==> config.mk <==
export PLATFORM = sky130hd
export DESIGN_NAME = obstacle_run_extractor_flat
export DESIGN_NICKNAME = d
export VERILOG_FILES = /design/src/rtl/obstacle_run_extractor_pkg.sv /design/src/rtl/obstacle_run_extractor_if.sv /design/src/rtl/obstacle_run_extractor_fifo.sv /design/src/rtl/obstacle_run_extractor.sv /design/src/flat_wrapper.sv
export SDC_FILE = /design/constraint.sdc
export NUM_CORES = 1
export LEC_CHECK = 0
export ABC_CLOCK_PERIOD_IN_PS = 7400
export CORE_UTILIZATION = 60
export CTS_BUF_LIST = sky130_fd_sc_hd__clkbuf_8
export CTS_CLUSTER_DIAMETER = 120
export DETAILED_ROUTE_END_ITERATION = 6
export GPL_ROUTABILITY_DRIVEN = 0
export PLACE_DENSITY = 0.8
export SLEW_MARGIN = 30
export SYNTH_ARGS = -nofsm -noshare
export SYNTH_HDL_FRONTEND = slang
export SYNTH_HIERARCHICAL = 1
export SYNTH_SLANG_ARGS = --single-unit
==> constraint.sdc <==
create_clock -name clk -period 7.4 [get_ports clk]
set_input_delay 2.22 -clock clk [delete_from_list [all_inputs] [get_ports clk]]
set_output_delay 2.22 -clock clk [all_outputs]
set_load 0.03 [all_outputs]
==> src/rtl/obstacle_run_extractor_pkg.sv <==
// Shared types and default constants for the obstacle run extractor.
// The record struct is sized for the default widths.
package obstacle_run_extractor_pkg;

    localparam int DATA_WIDTH_DEF = 16;
    localparam int IDX_WIDTH_DEF  = 12;
    localparam int MIN_LEN_DEF    = 3;
    localparam int GAP_TOL_DEF    = 1;
    localparam int FIFO_DEPTH_DEF = 4;

    typedef enum logic [1:0] {
        ST_GROUND,
        ST_OBJ,
        ST_GAP
    } run_state_t;

    typedef struct packed {
        logic [IDX_WIDTH_DEF-1:0]  start_idx;
        logic [IDX_WIDTH_DEF-1:0]  len;
        logic [DATA_WIDTH_DEF-1:0] r_min;
    } run_rec_t;

endpackage

==> src/rtl/obstacle_run_extractor_if.sv <==
// Point stream in from ground segmentation, run records out to clustering.
// The extractor uses the slave view; the driver of the stream uses the master view.
interface obstacle_run_extractor_if
    import obstacle_run_extractor_pkg::*;
#(
    parameter int DATA_WIDTH = DATA_WIDTH_DEF,
    parameter int IDX_WIDTH  = IDX_WIDTH_DEF
);
    logic                  seg_valid_in;
    logic                  seg_is_ground;
    logic [DATA_WIDTH-1:0] seg_r_in;
    logic                  frame_start;
    logic                  obj_valid;
    logic                  obj_ready;
    logic [IDX_WIDTH-1:0]  obj_start_idx;
    logic [IDX_WIDTH-1:0]  obj_len;
    logic [DATA_WIDTH-1:0] obj_r_min;
    logic                  overflow;

    modport master (
        output seg_valid_in, seg_is_ground, seg_r_in, frame_start, obj_ready,
        input  obj_valid, obj_start_idx, obj_len, obj_r_min, overflow
    );

    modport slave (
        input  seg_valid_in, seg_is_ground, seg_r_in, frame_start, obj_ready,
        output obj_valid, obj_start_idx, obj_len, obj_r_min, overflow
    );
endinterface

==> src/rtl/obstacle_run_extractor_fifo.sv <==
// Count-based circular record queue; a push into a full queue is accepted
// only when a pop happens in the same cycle, otherwise it is dropped and flagged.
module run_record_fifo
    import obstacle_run_extractor_pkg::*;
#(
    parameter int DEPTH = FIFO_DEPTH_DEF,
    parameter int WIDTH = 2 * IDX_WIDTH_DEF + DATA_WIDTH_DEF
) (
    input  logic             clk,
    input  logic             rst_n,
    input  logic             push,
    input  logic [WIDTH-1:0] push_data,
    input  logic             pop,
    output logic [WIDTH-1:0] pop_data,
    output logic             valid,
    output logic             dropped
);
    localparam int            AW       = $clog2(DEPTH);
    localparam logic [AW:0]   FULL_CNT = (AW+1)'(DEPTH);

    logic [WIDTH-1:0] mem [DEPTH];
    logic [AW-1:0]    wr_ptr;
    logic [AW-1:0]    rd_ptr;
    logic [AW:0]      count;
    logic             full;
    logic             do_push;
    logic             do_pop;

    assign full     = (count == FULL_CNT);
    assign valid    = (count != '0);
    assign do_pop   = pop && valid;
    assign do_push  = push && (!full || do_pop);
    assign dropped  = push && full && !do_pop;
    assign pop_data = mem[rd_ptr];

    always_ff @(posedge clk or negedge rst_n) begin
        if (!rst_n) begin
            wr_ptr <= '0;
            rd_ptr <= '0;
            count  <= '0;
            // Cleared so the head outputs read zero out of reset.
            for (int i = 0; i < DEPTH; i++) mem[i] <= '0;
        end else begin
            if (do_push) begin
                mem[wr_ptr] <= push_data;
                wr_ptr      <= wr_ptr + AW'(1);
            end
            if (do_pop) rd_ptr <= rd_ptr + AW'(1);
            case ({do_push, do_pop})
                2'b10:   count <= count + (AW+1)'(1);
                2'b01:   count <= count - (AW+1)'(1);
                default: count <= count;
            endcase
        end
    end
endmodule

==> src/rtl/obstacle_run_extractor.sv <==
// Groups consecutive non-ground points into runs, bridging short ground gaps,
// and queues qualifying run records {start, len, r_min} for the consumer.
//
//   state     | meaning
//   ST_GROUND | no run open
//   ST_OBJ    | run open, last point non-ground
//   ST_GAP    | run open, inside a tolerated ground gap (gap_q points so far)
module obstacle_run_extractor
    import obstacle_run_extractor_pkg::*;
#(
    parameter int DATA_WIDTH = DATA_WIDTH_DEF,
    parameter int IDX_WIDTH  = IDX_WIDTH_DEF,
    parameter int MIN_LEN    = MIN_LEN_DEF,
    parameter int GAP_TOL    = GAP_TOL_DEF,
    parameter int FIFO_DEPTH = FIFO_DEPTH_DEF
) (
    input  logic clk,
    input  logic rst_n,
    obstacle_run_extractor_if.slave bus
);
    localparam int                   REC_W     = 2 * IDX_WIDTH + DATA_WIDTH;
    localparam logic [IDX_WIDTH-1:0] MIN_LEN_W = IDX_WIDTH'(MIN_LEN);
    localparam logic [IDX_WIDTH-1:0] GAP_TOL_W = IDX_WIDTH'(GAP_TOL);
    localparam logic [IDX_WIDTH-1:0] ONE_W     = IDX_WIDTH'(1);

    run_state_t            state, eff_state, nxt_state;
    logic [IDX_WIDTH-1:0]  idx, cur_idx;
    logic [IDX_WIDTH-1:0]  start_q, len_q, gap_q;
    logic [IDX_WIDTH-1:0]  nxt_start, nxt_len, nxt_gap;
    logic [DATA_WIDTH-1:0] rmin_q, nxt_rmin;
    logic                  close_run;
    logic                  push;
    logic                  dropped;
    logic                  overflow_q;
    logic [REC_W-1:0]      head;

    function automatic logic [IDX_WIDTH-1:0] sat_add(input logic [IDX_WIDTH-1:0] a,
                                                     input logic [IDX_WIDTH-1:0] b);
        logic [IDX_WIDTH:0] s;
        s = {1'b0, a} + {1'b0, b};
        return s[IDX_WIDTH] ? '1 : s[IDX_WIDTH-1:0];
    endfunction

    always_comb begin
        // A frame start closes any open run, then the sample is handled from GROUND.
        cur_idx   = bus.frame_start ? '0 : idx;
        eff_state = bus.frame_start ? ST_GROUND : state;
        close_run = bus.frame_start && (state != ST_GROUND);
        nxt_state = eff_state;
        nxt_start = start_q;
        nxt_len   = len_q;
        nxt_gap   = gap_q;
        nxt_rmin  = rmin_q;
        case (eff_state)
            ST_GROUND: begin
                if (!bus.seg_is_ground) begin
                    nxt_state = ST_OBJ;
                    nxt_start = cur_idx;
                    nxt_len   = ONE_W;
                    nxt_rmin  = bus.seg_r_in;
                    nxt_gap   = '0;
                end
            end
            ST_OBJ: begin
                if (!bus.seg_is_ground) begin
                    nxt_len  = sat_add(len_q, ONE_W);
                    nxt_rmin = (bus.seg_r_in < rmin_q) ? bus.seg_r_in : rmin_q;
                end else if (GAP_TOL == 0) begin
                    close_run = 1'b1;
                    nxt_state = ST_GROUND;
                end else begin
                    nxt_state = ST_GAP;
                    nxt_gap   = ONE_W;
                end
            end
            ST_GAP: begin
                if (!bus.seg_is_ground) begin
                    nxt_state = ST_OBJ;
                    nxt_len   = sat_add(len_q, gap_q + ONE_W);
                    nxt_rmin  = (bus.seg_r_in < rmin_q) ? bus.seg_r_in : rmin_q;
                end else if (gap_q < GAP_TOL_W) begin
                    nxt_gap = gap_q + ONE_W;
                end else begin
                    close_run = 1'b1;
                    nxt_state = ST_GROUND;
                end
            end
            default: nxt_state = ST_GROUND;
        endcase
    end

    assign push = bus.seg_valid_in && close_run && (len_q >= MIN_LEN_W);

    always_ff @(posedge clk or negedge rst_n) begin
        if (!rst_n) begin
            state      <= ST_GROUND;
            idx        <= '0;
            start_q    <= '0;
            len_q      <= '0;
            gap_q      <= '0;
            rmin_q     <= '0;
            overflow_q <= 1'b0;
        end else begin
            if (bus.seg_valid_in) begin
                state   <= nxt_state;
                idx     <= cur_idx + ONE_W;
                start_q <= nxt_start;
                len_q   <= nxt_len;
                gap_q   <= nxt_gap;
                rmin_q  <= nxt_rmin;
            end
            if (dropped) overflow_q <= 1'b1;
        end
    end

    run_record_fifo #(
        .DEPTH (FIFO_DEPTH),
        .WIDTH (REC_W)
    ) u_fifo (
        .clk       (clk),
        .rst_n     (rst_n),
        .push      (push),
        .push_data ({start_q, len_q, rmin_q}),
        .pop       (bus.obj_ready),
        .pop_data  (head),
        .valid     (bus.obj_valid),
        .dropped   (dropped)
    );

    assign bus.obj_start_idx = head[REC_W-1 -: IDX_WIDTH];
    assign bus.obj_len       = head[DATA_WIDTH +: IDX_WIDTH];
    assign bus.obj_r_min     = head[DATA_WIDTH-1:0];
    assign bus.overflow      = overflow_q;
endmodule

==> src/flat_wrapper.sv <==
// flat-port wrapper written by rule: the top's interface ports become plain ports
module obstacle_run_extractor_flat import obstacle_run_extractor_pkg::*;
#(
    parameter int DATA_WIDTH = DATA_WIDTH_DEF,
    parameter int IDX_WIDTH  = IDX_WIDTH_DEF,
    parameter int MIN_LEN    = MIN_LEN_DEF,
    parameter int GAP_TOL    = GAP_TOL_DEF,
    parameter int FIFO_DEPTH = FIFO_DEPTH_DEF
)
  (clk, rst_n, bus_seg_valid_in, bus_seg_is_ground, bus_seg_r_in, bus_frame_start, bus_obj_ready, bus_obj_valid, bus_obj_start_idx, bus_obj_len, bus_obj_r_min, bus_overflow);
  obstacle_run_extractor_if #(.DATA_WIDTH(DATA_WIDTH), .IDX_WIDTH(IDX_WIDTH)) bus_i ();
  input  logic clk;
  input  logic rst_n;
  input wire logic [$bits(bus_i.seg_valid_in)-1:0] bus_seg_valid_in;
  input wire logic [$bits(bus_i.seg_is_ground)-1:0] bus_seg_is_ground;
  input wire logic [$bits(bus_i.seg_r_in)-1:0] bus_seg_r_in;
  input wire logic [$bits(bus_i.frame_start)-1:0] bus_frame_start;
  input wire logic [$bits(bus_i.obj_ready)-1:0] bus_obj_ready;
  output wire logic [$bits(bus_i.obj_valid)-1:0] bus_obj_valid;
  output wire logic [$bits(bus_i.obj_start_idx)-1:0] bus_obj_start_idx;
  output wire logic [$bits(bus_i.obj_len)-1:0] bus_obj_len;
  output wire logic [$bits(bus_i.obj_r_min)-1:0] bus_obj_r_min;
  output wire logic [$bits(bus_i.overflow)-1:0] bus_overflow;
  assign bus_i.seg_valid_in = bus_seg_valid_in;
  assign bus_i.seg_is_ground = bus_seg_is_ground;
  assign bus_i.seg_r_in = bus_seg_r_in;
  assign bus_i.frame_start = bus_frame_start;
  assign bus_i.obj_ready = bus_obj_ready;
  assign bus_obj_valid = bus_i.obj_valid;
  assign bus_obj_start_idx = bus_i.obj_start_idx;
  assign bus_obj_len = bus_i.obj_len;
  assign bus_obj_r_min = bus_i.obj_r_min;
  assign bus_overflow = bus_i.overflow;
  obstacle_run_extractor #(.DATA_WIDTH(DATA_WIDTH), .IDX_WIDTH(IDX_WIDTH), .MIN_LEN(MIN_LEN), .GAP_TOL(GAP_TOL), .FIFO_DEPTH(FIFO_DEPTH)) u_core (.clk(clk), .rst_n(rst_n), .bus(bus_i));
endmodule
# Word-level counts from Yosys, hierarchy flattened
# Cells that the tools add are included.
[word_totals]
ramBits = 0
reg_bits = 234
out_inout_bits = 42
latch_bits = 0
in_bits = 22
wordCells = 98
rom_bits = 0
mem_count = 0
[op_classes]
n_div = 0
bitwise = 3
magnitude_cmp = 6
n_shift = 0
n_mul = 0
n_addsub = 8
reduce_logical = 22
mux = 32
eq_ne = 13
[op_table]
columns = ["cell", "count"]
rows = [
  ["bitwise mux 160 bit", 1],
  ["2-to-1 mux 12 bit", 10],
  ["2-to-1 mux 40 bit", 3],
  ["binary-select mux 40 bit (select 2 bit)", 1],
  ["demux 40 bit (select 2 bit)", 1],
  ["one-hot mux 12 bit (3 select lines)", 2],
  ["2-to-1 mux 16 bit", 3],
  ["one-hot mux 16 bit (2 select lines)", 1],
  ["adder 12 x 1 -> 12 bit (second input constant)", 2],
  ["< comparator 16 bit", 1],
  ["adder 12 x 1 -> 13 bit (second input constant)", 1],
  ["adder 12 x 12 -> 13 bit", 1],
  ["greater-or-equal comparator 12 x 2 -> 1 bit (second input constant)", 1],
  ["< comparator 12 x 1 -> 1 bit (second input constant)", 1],
  ["inequality test 2 bit (second input constant)", 6],
  ["2-to-1 mux 2 bit", 5],
  ["AND reduction 5 bit", 2],
  ["logical AND 1 bit", 8],
  ["greater-or-equal comparator 3 bit (second input constant)", 2],
  ["NOT 2 -> 3 bit", 2],
  ["one-hot mux 2 bit (3 select lines)", 1],
  ["one-hot mux 3 bit (2 select lines)", 1],
  ["AND reduction 6 bit", 1],
  ["nonzero test 2 bit", 3],
  ["other kinds (16)", 24],
]

# Longest topological paths before layout
# Gate-level depths: netlist of the first run.
[logic_depth]
ltp_word = 10
depth_mapped = 15
depth_no_buf = 13

# By module
# Netlist of the first run, hierarchy kept.
[by_module_without_submodules]
columns = ["mod", "instances", "area_each_um2", "seq_area_each_um2", "cells_per_inst"]
rows = [
  ["run_record_fifo", 1, 7368.3, 4179.0, 427],
  ["obstacle_run_extractor", 1, 4901.0, 1676.6, 577],
]

# Least setup slack after synthesis of the first run
# Ideal clock, no wire load.
[synth_timing]
path_type = "input-to-reg"
from = "in bus_frame_start"
to = "reg u_core.rmin_q[0]"
required_time_ns = 7.269
t_arrival_ns = 4.455
path_slack_ns = 2.813
n_path_buf = 2
setup_time_ns = 0.131
path_stages = 11
cell_sequence = "clkbuf_1 -> nand2b_1 -> inv_1 -> ha_1 -> nand2b_4 -> a2111oi_4 -> inv_2 -> o2bb2ai_2 -> buf_6 -> a22o_1 -> or3_1"
[synth_via]
elab_chain_len = 5
elab_cells_between_ends = 11
classes_between = "eq/ne (5); mux (2); reduce/logical (4)"
[synth_lines]
columns = ["item", "line_no", "source"]
rows = [
  ["start: declaration", "flat_wrapper.sv:17", "input wire logic [$bits(bus_i.frame_start)-1:0] bus_frame_start;"],
  ["2-to-1 mux 2 bit *", "obstacle_run_extractor.sv:47", "eff_state = bus.frame_start ? ST_GROUND : state;"],
  ["== test 2 x 1 -> 1 bit or == test 2 bit (tied branches)", "obstacle_run_extractor.sv:54", "case (eff_state)"],
  ["OR reduction 2 bit (no line)", "--", ""],
  ["inequality test 2 x 1 -> 1 bit (no line), or another cell as far along", "--", ""],
  ["AND reduction 5 bit (no line)", "--", ""],
  ["end signal: assignment", "obstacle_run_extractor.sv:110", "rmin_q <= nxt_rmin;"],
  ["end: declaration", "obstacle_run_extractor.sv:30", "logic [DATA_WIDTH-1:0] rmin_q, nxt_rmin;"],
]
# Every way passes the cells marked *; elsewhere a longest branch is shown, timed or not.
# A chain may end at the register's enable or synchronous reset.

# Worst setup path after layout of the first run
[layout_timing]
from = "in bus_frame_start"
to = "reg u_core/u_fifo/mem[105] in the netlist's numbering"
[layout_via]
elab_chain_len = 7
elab_cells_between_ends = 9
classes_between = "eq/ne (1); mux (4); reduce/logical (4)"
[layout_lines]
columns = ["item", "line_no", "source"]
rows = [
  ["logical AND 1 bit", "obstacle_run_extractor.sv:48", "close_run = bus.frame_start && (state != ST_GROUND);"],
  ["2-to-1 mux 1 bit", "obstacle_run_extractor.sv:81", "end else if (gap_q < GAP_TOL_W) begin"],
  ["2-to-1 mux 1 bit", "obstacle_run_extractor.sv:77", "if (!bus.seg_is_ground) begin"],
  ["2-to-1 mux 1 bit *", "obstacle_run_extractor.sv:54", ""],
  ["logical AND 1 bit * (2 in series)", "obstacle_run_extractor.sv:92", "assign push = bus.seg_valid_in && close_run && (len_q >= MIN_LEN_W);"],
  ["net u_core.push", "obstacle_run_extractor.sv:32", "logic push;"],
  ["logical AND 1 bit *", "obstacle_run_extractor_fifo.sv:32", "assign do_push = push && (!full || do_pop);"],
  ["end signal: indexed assignment", "obstacle_run_extractor_fifo.sv:45", "mem[wr_ptr] <= push_data;"],
  ["end: declaration", "obstacle_run_extractor_fifo.sv:21", "logic [WIDTH-1:0] mem [DEPTH];"],
]
# The timed path passes the listed nets; every way through them passes the cells marked *.

==> flow_summary.toml, run 1 <==
[detailed_routing]
routed_wirelength_mm = 26.9
vias_per_cell = 6.27
vias = 8496
drc = 0
first_pass_iters = 5
wire_per_inst_um = 19.8
drt-initial-drc-count = 482
final_antenna_net_count = 0

[worst_setup_path]
crit_type = "in2reg"
cp.buffers_inverters = 3
crit_top_cell = "buf_4"
crit_path_start = "bus_frame_start"
cp_slowest_cell = "nor2_4"
r2r_start = "u_core/gap_q[0]"
critical_path.cell_chain = "clkdlybuf4s50_1, buf_4, nand2b_1, ha_1, nand3_1, a21oi_1, nand2_1, nor2_4, buf_4, mux2_2"
cp.depth = 10
crit_family = "simple AND/OR/NAND/NOR gates"
required_ns = 7.80
critPathMaxFanout = 28
worstSetupStartpointType = "primary input"
critical_path.max_stage_delay_ns = 0.74
rr_worst_depth = 10
cp-end-kind = "flip-flop"
arrival_ns = 5.81

[cells_and_area]
fin_nets = 1126
layout_commonest_cell = "dfrtp_1"
final_cells = 1356
final_area_um2 = 13800
syn2layout_area_growth_pct = 12.7
fillers = 1401
antennaDiodeCount = 0
final_util_pct = 69.9
final_cell_mix = "dfrtp_1, mux2_2, clkdlybuf4s50_1"
drive_above_1_share_pct = 27.1

[worst_hold_path]
hold_depth = 1
hold_start = "u_core/bus.overflow"
min_path_type = "reg2reg"

[clock_tree]
cts_max_path_buffers = 3
clock_sinks = 234
cts_buffers = 39
cts_max_level = 2
post_cts_buffers = 0
cts_tree = "yes"
cts_resized = 0
cts_root_buffer = "clkbuf_8"
holdBufCountCts = 0
clock_latency_ns = 0.54
path_clk_slew_ns = 0.06

[grt]
grt_usage_pct = 26.5
grt_pass1_vias = 8802
antenna_found_initial = 0
grt-ovfl-total = 0
grt_max_degree = 132
grt_pass1_wl_mm = 45.0

[synth]
syn_nets = 1069
ys_types = 66
synth_cells = 1004
syn_avg_cell_area_um2 = 12.2
synth.cell_area_um2 = 12300
ys_warn_count = 6
synth_flop_cell = "dfrtp_1"
ys_ff_latch = 234
yosysSeqAreaShare_pct = 47.7
async_flop_share_pct = 100
synth-edff-count = 0

[pwr]
ir_drop_mv = 0.168
p_leak_uw = 0.00649
p_per_area_nw_per_um2 = 296

[timing]
skew_ns = 0.0277
relSlewSlack_pct = 37.1
tightest_slew_ns = 0.941
setup_viol = 0
fin_crit_ns = 5.41
hold_viol_final = 0
setup_slack_ns = 1.99
drv_slew = 0
finalCritPeriodShare_pct = 73.1
rsz0062_at_grt = "no"
timing.fmax_mhz = 185
fin_setup_tns_ns = 0

[placement]
placedCellCount = 1285
dpl-instance-area_um2 = 13000
pre_cts_slack_ns = 1.48
numPortBuffers = 63
dpl.hpwl_mm = 17.3

[die]
ios = 64
die_x_um = 145
dieHeight_um = 145
start_util_pct = 62.0
rows = 51
die_area_um2 = 21000
coreArea_um2 = 19800

[status]
status = "finished clean"

[job]
max-cap-violations = 0
registers in the layout, summed over array words and instances, names as in the netlist:
register,count
u_core/u_fifo/mem,160
u_core/rmin_q,16
u_core/gap_q,12
u_core/idx,12
u_core/len_q,12
u_core/start_q,12
u_core/u_fifo/count,3
u_core/state,2
u_core/u_fifo/rd_ptr,2
u_core/u_fifo/wr_ptr,2
u_core/bus.overflow,1
area by class of cell:
cell class | instances | area [um2] | area share, %
clock buffer | 50 | 688 | 4.98
clock inverter | 21 | 123 | 0.887
inverter | 37 | 139 | 1.00
multi-input combinational | 675 | 5950 | 43.0
sequential | 234 | 5860 | 42.4
tap | 265 | 332 | 2.40
timing repair buffer | 74 | 731 | 5.29
layer usage:
layer / global-route usage (%) / vias up / wire, um
met5: 0 / - / 0
met4: 9.52 / 0 / 623
met3: 4.81 / 56 / 1520
met2: 44.0 / 298 / 13300
met1: 34.9 / 4314 / 11500
li1: - / 3828 / -
report_power, final:
group	total (uW)	leakage, uW	internal [uW]	switching [uW]
clock network	1160	0.000470	646	516
registers	1820	0.00317	1500	327
logic	1100	0.00285	560	540
total	4090	0.00649	2700	1380
Yosys cell counts (19+ instances only):
| cell type | instances | area [um2] |
|---|---|---|
| nand3_1 | 59 | 295 |
| inv_1 | 36 | 135 |
| dfrtp_1 | 234 | 5860 |
| mux2_2 | 167 | 1880 |
| or3_1 | 19 | 119 |
| ha_1 | 41 | 513 |
| clkbuf_1 | 24 | 90.1 |
| nand2_1 | 44 | 165 |
| nor2_1 | 32 | 120 |
| mux4_2 | 40 | 901 |
| nor3_1 | 20 | 100 |
| a21oi_1 | 47 | 235 |
logic make-up (layout without fill, tap and decap cells):
| logic type | Yosys count | in the layout | synth area share, % |
|---|---|---|---|
| fa+ha+maj | 43 | 43 | 4.51 |
| compound gates | 162 | 162 | 8.93 |
| simple gates | 232 | 232 | 9.80 |
| flops | 234 | 234 | 47.7 |
| mux | 213 | 213 | 23.2 |
| buf+inv | 95 | 182 | 4.09 |
| xor+xnor | 25 | 25 | 1.78 |
path summary, 6_finish.rpt:
kind | slack (ns) | endpoint
min in group asynchronous | 1.73 | u_core/rmin_q[8]
hold reg to reg | 0.46 | u_core/bus.overflow
hold / removal | 0.46 | u_core/bus.overflow
setup reg to reg | 4.02 | u_core/u_fifo/mem[105]
setup / recovery | 1.99 | u_core/u_fifo/mem[105]
max in group asynchronous | 4.46 | u_core/u_fifo/mem[102]
per-stage QoR:
| stage | hold WS [ns] | total power, uW |
|---|---|---|
| floorplan | 0.475 | 2550 |
| global placement | 0.458 | 2890 |
| detailed placement | 0.457 | 2940 |
| CTS | 0.471 | 4120 |
| global route | 0.483 | 4310 |
| finish | 0.465 | 4090 |
No activity file was read; power rests on OpenSTA's default activity.
==> run 2: changes to the inputs <==
--- a/config.mk
+++ b/config.mk
@@ -5,7 +5,7 @@
 export SDC_FILE = /design/constraint.sdc
 export NUM_CORES = 1
 export LEC_CHECK = 0
-export ABC_CLOCK_PERIOD_IN_PS = 7400
+export ABC_CLOCK_PERIOD_IN_PS = 5700
 export CORE_UTILIZATION = 60
 export CTS_BUF_LIST = sky130_fd_sc_hd__clkbuf_8
 export CTS_CLUSTER_DIAMETER = 120
==> constraint.sdc (replaced) <==
create_clock -name clk -period 5.7 [get_ports clk]
set_input_delay 1.71 -clock clk [delete_from_list [all_inputs] [get_ports clk]]
set_output_delay 1.71 -clock clk [all_outputs]
set_load 0.03 [all_outputs]
==> run 2 against run 1 <==
Net effect:
- cell count is the same
- cell area is essentially flat
- clock power grew 19%
- setup slack lost 0.72 ns
- worst hold slack gained 0.034 ns
- die area is the same
- global-route usage shrank 0.39 points
- via count shrank 1.2%
- critical path type is now reg2out
- critical endpoint is now bus_obj_start_idx[7]
- highest routed layer unchanged
==> flow_summary.toml, run 2 (synthesized netlist as in run 1, its figures left out) <==
[worst_setup_path]
timing.rr.end = "u_core/len_q[10]"
crit_path_start = "u_core/u_fifo/rd_ptr[0]"
critPathMaxFanout = 30
crit_type = "reg2out"
worstSetupStartpointType = "flip-flop"
r2r_start = "u_core/gap_q[0]"
arrival_ns = 2.72
rrSetupSlack_ns = 2.42
required_ns = 3.99
cp-end-kind = "output pin"
rr_worst_depth = 11
endpoint = "bus_obj_start_idx[7]"

[detailed_routing]
routed_wirelength_mm = 26.3
drt-initial-drc-count = 608
drc = 0
first_pass_iters = 6
vias = 8395
final_antenna_net_count = 0
vias_per_cell = 6.19
wire_per_inst_um = 19.4

[cells_and_area]
top_regs = "u_core/u_fifo/mem: 160 flops, u_core/rmin_q: 16 flops"
fin_nets = 1131
drive_above_1_share_pct = 26.7
final_cells = 1356
syn2layout_area_growth_pct = 12.7
final_cell_mix = "dfrtp_1, mux2_2, clkdlybuf4s50_1"
largest_reg_flops = 160
layout_commonest_cell = "dfrtp_1"
final_util_pct = 69.9
top_register = "u_core/u_fifo/mem"
antennaDiodeCount = 0

[grt]
grt_usage_pct = 26.1
grt-ovfl-total = 0
grt_max_degree = 132
grt_pass1_wl_mm = 44.3
antenna_found_initial = 0
grt_pass1_vias = 8599

[clock_tree]
holdBufCountCts = 0
cts_tree = "yes"
cts_buffers = 39
cts_resized = 0
cts_max_path_buffers = 3
clock_sinks = 234
clock_latency_ns = 0.54
cts_max_level = 2
post_cts_buffers = 0
cts_root_buffer = "clkbuf_8"
path_clk_slew_ns = 0.06

[timing]
hold_viol_final = 0
finalCritPeriodShare_pct = 77.6
timing.fmax_mhz = 226
fin_crit_ns = 4.43
relSlewSlack_pct = 50.3
setup_viol = 0
tightest_slew_ns = 0.744
fin_setup_tns_ns = 0
rsz0062_at_grt = "no"
setup_slack_ns = 1.27
drv_slew = 0
skew_ns = 0.0255

[pwr]
ir_drop_mv = 0.264
p_per_area_nw_per_um2 = 375
power_uw = 5190
p_leak_uw = 0.00648

[die]
coreArea_um2 = 19800
dieHeight_um = 145
die_x_um = 145
die_area_um2 = 21000
rows = 51
ios = 64
start_util_pct = 62.0

[status]
status = "finished clean"

[job]
max-cap-violations = 0

[placement]
pre_cts_slack_ns = 0.859
dpl.hpwl_mm = 17.0
numPortBuffers = 63
placedCellCount = 1289

[worst_hold_path]
min_path_type = "reg2reg"
run 2: power by group:
group	leakage (uW)	switching, uW	internal (uW)
Clock	0.000423	652	731
Combinational	0.00289	732	740
Sequential	0.00317	392	1940
Total	0.00648	1780	3420
run 2: critical path, stage by stage, from the launching register on:
cell             delay, ns
dfrtp_2               0.65
buf_12                0.33
mux4_2                0.59
clkdlybuf4s50_1       0.61
run 2: layout make-up:
cell class,instances,area [um2]
flip-flops and latches,234,5860
multi-input cells,675,5950
well taps,265,332
clock inverters,20,90.1
clock buffers,46,633
inverters,37,139
repair buffers,79,826
fillers,1405,5950
run 2: routing by layer:
layer	vias to the layer above	track usage (%)	wire [um]
met4	0	7.87	463
met2	232	42.3	12900
met1	4278	36.0	11600
met3	41	4.75	1360
li1	3844	-	-
met5	-	0	0
run 2: per-stage QoR:
step	hold slack, ns	area, um2
after floorplan	0.475	12300
after global routing	0.510	13800
final	0.499	13800
after detailed placement	0.491	13100
after global placement	0.484	13100
after CTS	0.504	13800
run 2: worst min path at each step:
stage	from	to	slack, ns	cells after the start
finish	u_core/u_fifo/mem[27]	u_core/u_fifo/mem[27]	0.50	1
global route	u_core/u_fifo/mem[79]	u_core/u_fifo/mem[79]	0.51	1
CTS	u_core/u_fifo/mem[76]	u_core/u_fifo/mem[76]	0.50	1
detailed placement	u_core/u_fifo/mem[76]	u_core/u_fifo/mem[76]	0.49	1
global placement	u_core/u_fifo/mem[55]	u_core/u_fifo/mem[55]	0.48	1
floorplan	u_core/u_fifo/mem[40]	u_core/u_fifo/mem[40]	0.48	1
==> run 3: changes to the inputs <==
--- a/config.mk
+++ b/config.mk
@@ -5,7 +5,7 @@
 export SDC_FILE = /design/constraint.sdc
 export NUM_CORES = 1
 export LEC_CHECK = 0
-export ABC_CLOCK_PERIOD_IN_PS = 5700
+export ABC_CLOCK_PERIOD_IN_PS = 4300
 export CORE_UTILIZATION = 60
 export CTS_BUF_LIST = sky130_fd_sc_hd__clkbuf_8
 export CTS_CLUSTER_DIAMETER = 120
==> constraint.sdc (replaced) <==
create_clock -name clk -period 4.3 [get_ports clk]
set_input_delay 1.29 -clock clk [delete_from_list [all_inputs] [get_ports clk]]
set_output_delay 1.29 -clock clk [all_outputs]
set_load 0.03 [all_outputs]
==> run 3 against run 2 <==
Net effect:
- die area did not move
- sequential cell count stayed put
- register-to-register slack worse by 1.2 ns
- sequential share of layout area shrank 0.43 points
- cell count grew 1.6%
- total power grew 36%
- clock-buffer cell count rose by 3
- combinational power is 41% higher
- critical path depth stayed put
==> flow_summary.toml, run 3 (synthesized netlist as in run 1, its figures left out) <==
[grt]
grt_pass1_wl_mm = 44.3
grt_pass1_vias = 8610
grt-ovfl-total = 0
antenna_found_initial = 0
grt.met1_usage_pct = 36.4
grt-busiest-layer = "met2"
grt_usage_pct = 26.0
grt_max_degree = 93
grt_util_met2_pct = 42.1
grtUsageMet3_pct = 4.37

[timing]
fin_setup_tns_ns = 0
timing.fmax_mhz = 256
rsz0062_at_grt = "no"
fin_crit_ns = 3.90
drv_slew = 0
tightest_slew_ns = 0.790
relSlewSlack_pct = 47.0
skew_ns = 0.0212
hold_viol_final = 0
setup_viol = 0
setup_slack_ns = 0.399
finalCritPeriodShare_pct = 90.7

[die]
dieHeight_um = 145
die_x_um = 145
start_util_pct = 62.0
rows = 51
ios = 64
die_area_um2 = 21000
coreArea_um2 = 19800

[clock_tree]
cts_max_level = 2
clock_latency_ns = 0.54
cts_root_buffer = "clkbuf_8"
clock_sinks = 234
cts_max_path_buffers = 3
post_cts_buffers = 0
cts_buffers = 40
cts_tree = "yes"
holdBufCountCts = 0
path_clk_slew_ns = 0.06
cts_resized = 0

[job]
max-cap-violations = 0

[cells_and_area]
area.sequential_um2 = 5860
multi_input_area_um2 = 5940
final_util_pct = 70.6
syn2layout_area_growth_pct = 13.8
largest_reg_flops = 160
layout_commonest_cell = "dfrtp_1"
fillers = 1411
top_register = "u_core/u_fifo/mem"
final_cell_mix = "dfrtp_1, mux2_2, clkdlybuf4s50_1"
top_regs = "u_core/u_fifo/mem: 160 flops, u_core/rmin_q: 16 flops"
drive_above_1_share_pct = 28.1
fin_nets = 1148
antennaDiodeCount = 0

[worst_setup_path]
critical_path.cell_chain = "buf_4, mux4_2, clkdlybuf4s50_1"
worstSetupStartpointType = "flip-flop"
r2r_start = "u_core/gap_q[0]"
critPathMaxFanout = 27
crit_type = "reg2out"
arrival_ns = 2.61
rrSetupSlack_ns = 1.19
critical_path.max_stage_delay_ns = 0.62
crit_path_start = "u_core/u_fifo/rd_ptr[0]"
cp-end-kind = "output pin"
cp_slowest_cell = "mux4_2"
required_ns = 3.01

[detailed_routing]
routed_wirelength_mm = 26.4
vias_per_cell = 6.17
first_pass_iters = 5
vias = 8506
final_antenna_net_count = 0
drt-initial-drc-count = 562
wire_per_inst_um = 19.2
drc = 0

[pwr]
seq_power_share_pct = 42.6
ir_drop_mv = 0.270
p_per_area_nw_per_um2 = 505
p_sw_uw = 2380
p_int_uw = 4680
swShare_pct = 33.7
pwr-share-clk_pct = 28.1
power_frac_comb_pct = 29.3
p_leak_uw = 0.00659

[status]
status = "finished clean"

[worst_hold_path]
min_path_type = "reg2reg"
hold_start = "u_core/u_fifo/mem[55]"

[placement]
pre_cts_slack_ns = 0.237
numPortBuffers = 63
dpl.hpwl_mm = 17.2
## run 3: cell types whose count changed in the layout (fill, tap and decap cells not counted)
cell       previous run  this run
a31oi_1              10        11
bufinv_16             0         1
clkinv_2              2         5
clkbuf_8             46        49
buf_16                1         0
a31oi_2               1         0
inv_1                51        50
dfrtp_4               1         0
buf_12                4         1
buf_4                11        31
dfrtp_2               1         2
## run 3: final cells by class
type | instances | area share, %
tap | 265 | 2.37
clock buffer | 49 | 4.83
clock inverter | 23 | 0.941
inverter | 37 | 0.995
multi-input combinational | 675 | 42.6
timing repair buffer | 95 | 6.36
sequential | 234 | 41.9
## run 3: metal layers
layer	vias up	share of wire [%]
met2	288	48
met5	-	0
met1	4311	45
li1	3870	-
met4	0	1.5
met3	37	5.5
## run 3: power groups by stage
stage               clock (uW)  combinational (uW)  sequential (uW)
finish                    1980                2070             3000
CTS                       2030                2080             2990
global placement             0                2010             3000
global route              2130                2250             3060
floorplan                    0                1550             2840
detailed placement           0                2060             3020
## run 3: worst max-delay path: cells and delay by family, from the launching register on
kind                   cells  cell delay [ns]
multiplexers               1             0.62
flip-flops                 1             0.36
buffers and inverters      2             1.09
## run 3: per-stage QoR
stage | hold WS (ns) | cell area [um2] | power (uW) | std cells
5_1_grt | 0.518 | 14000 | 7430 | 1378
4_1_cts | 0.503 | 14000 | 7100 | 1378
2_1_floorplan | 0.475 | 12300 | 4390 | 1004
3_3_place_gp | 0.483 | 13200 | 5010 | 1306
3_5_place_dp | 0.490 | 13200 | 5090 | 1306
6_report | 0.500 | 14000 | 7050 | 1378
## run 3: worst paths after layout
path                                         endpoint  depth (start not counted)
worst max-delay path                   bus_obj_len[2]                          3
worst min-delay path            u_core/u_fifo/mem[55]                          1
worst max register to register       u_core/len_q[11]                         11
worst min register to register  u_core/u_fifo/mem[55]                          1
max in group asynchronous       u_core/u_fifo/mem[67]                          2
min in group asynchronous            u_core/rmin_q[7]                          1
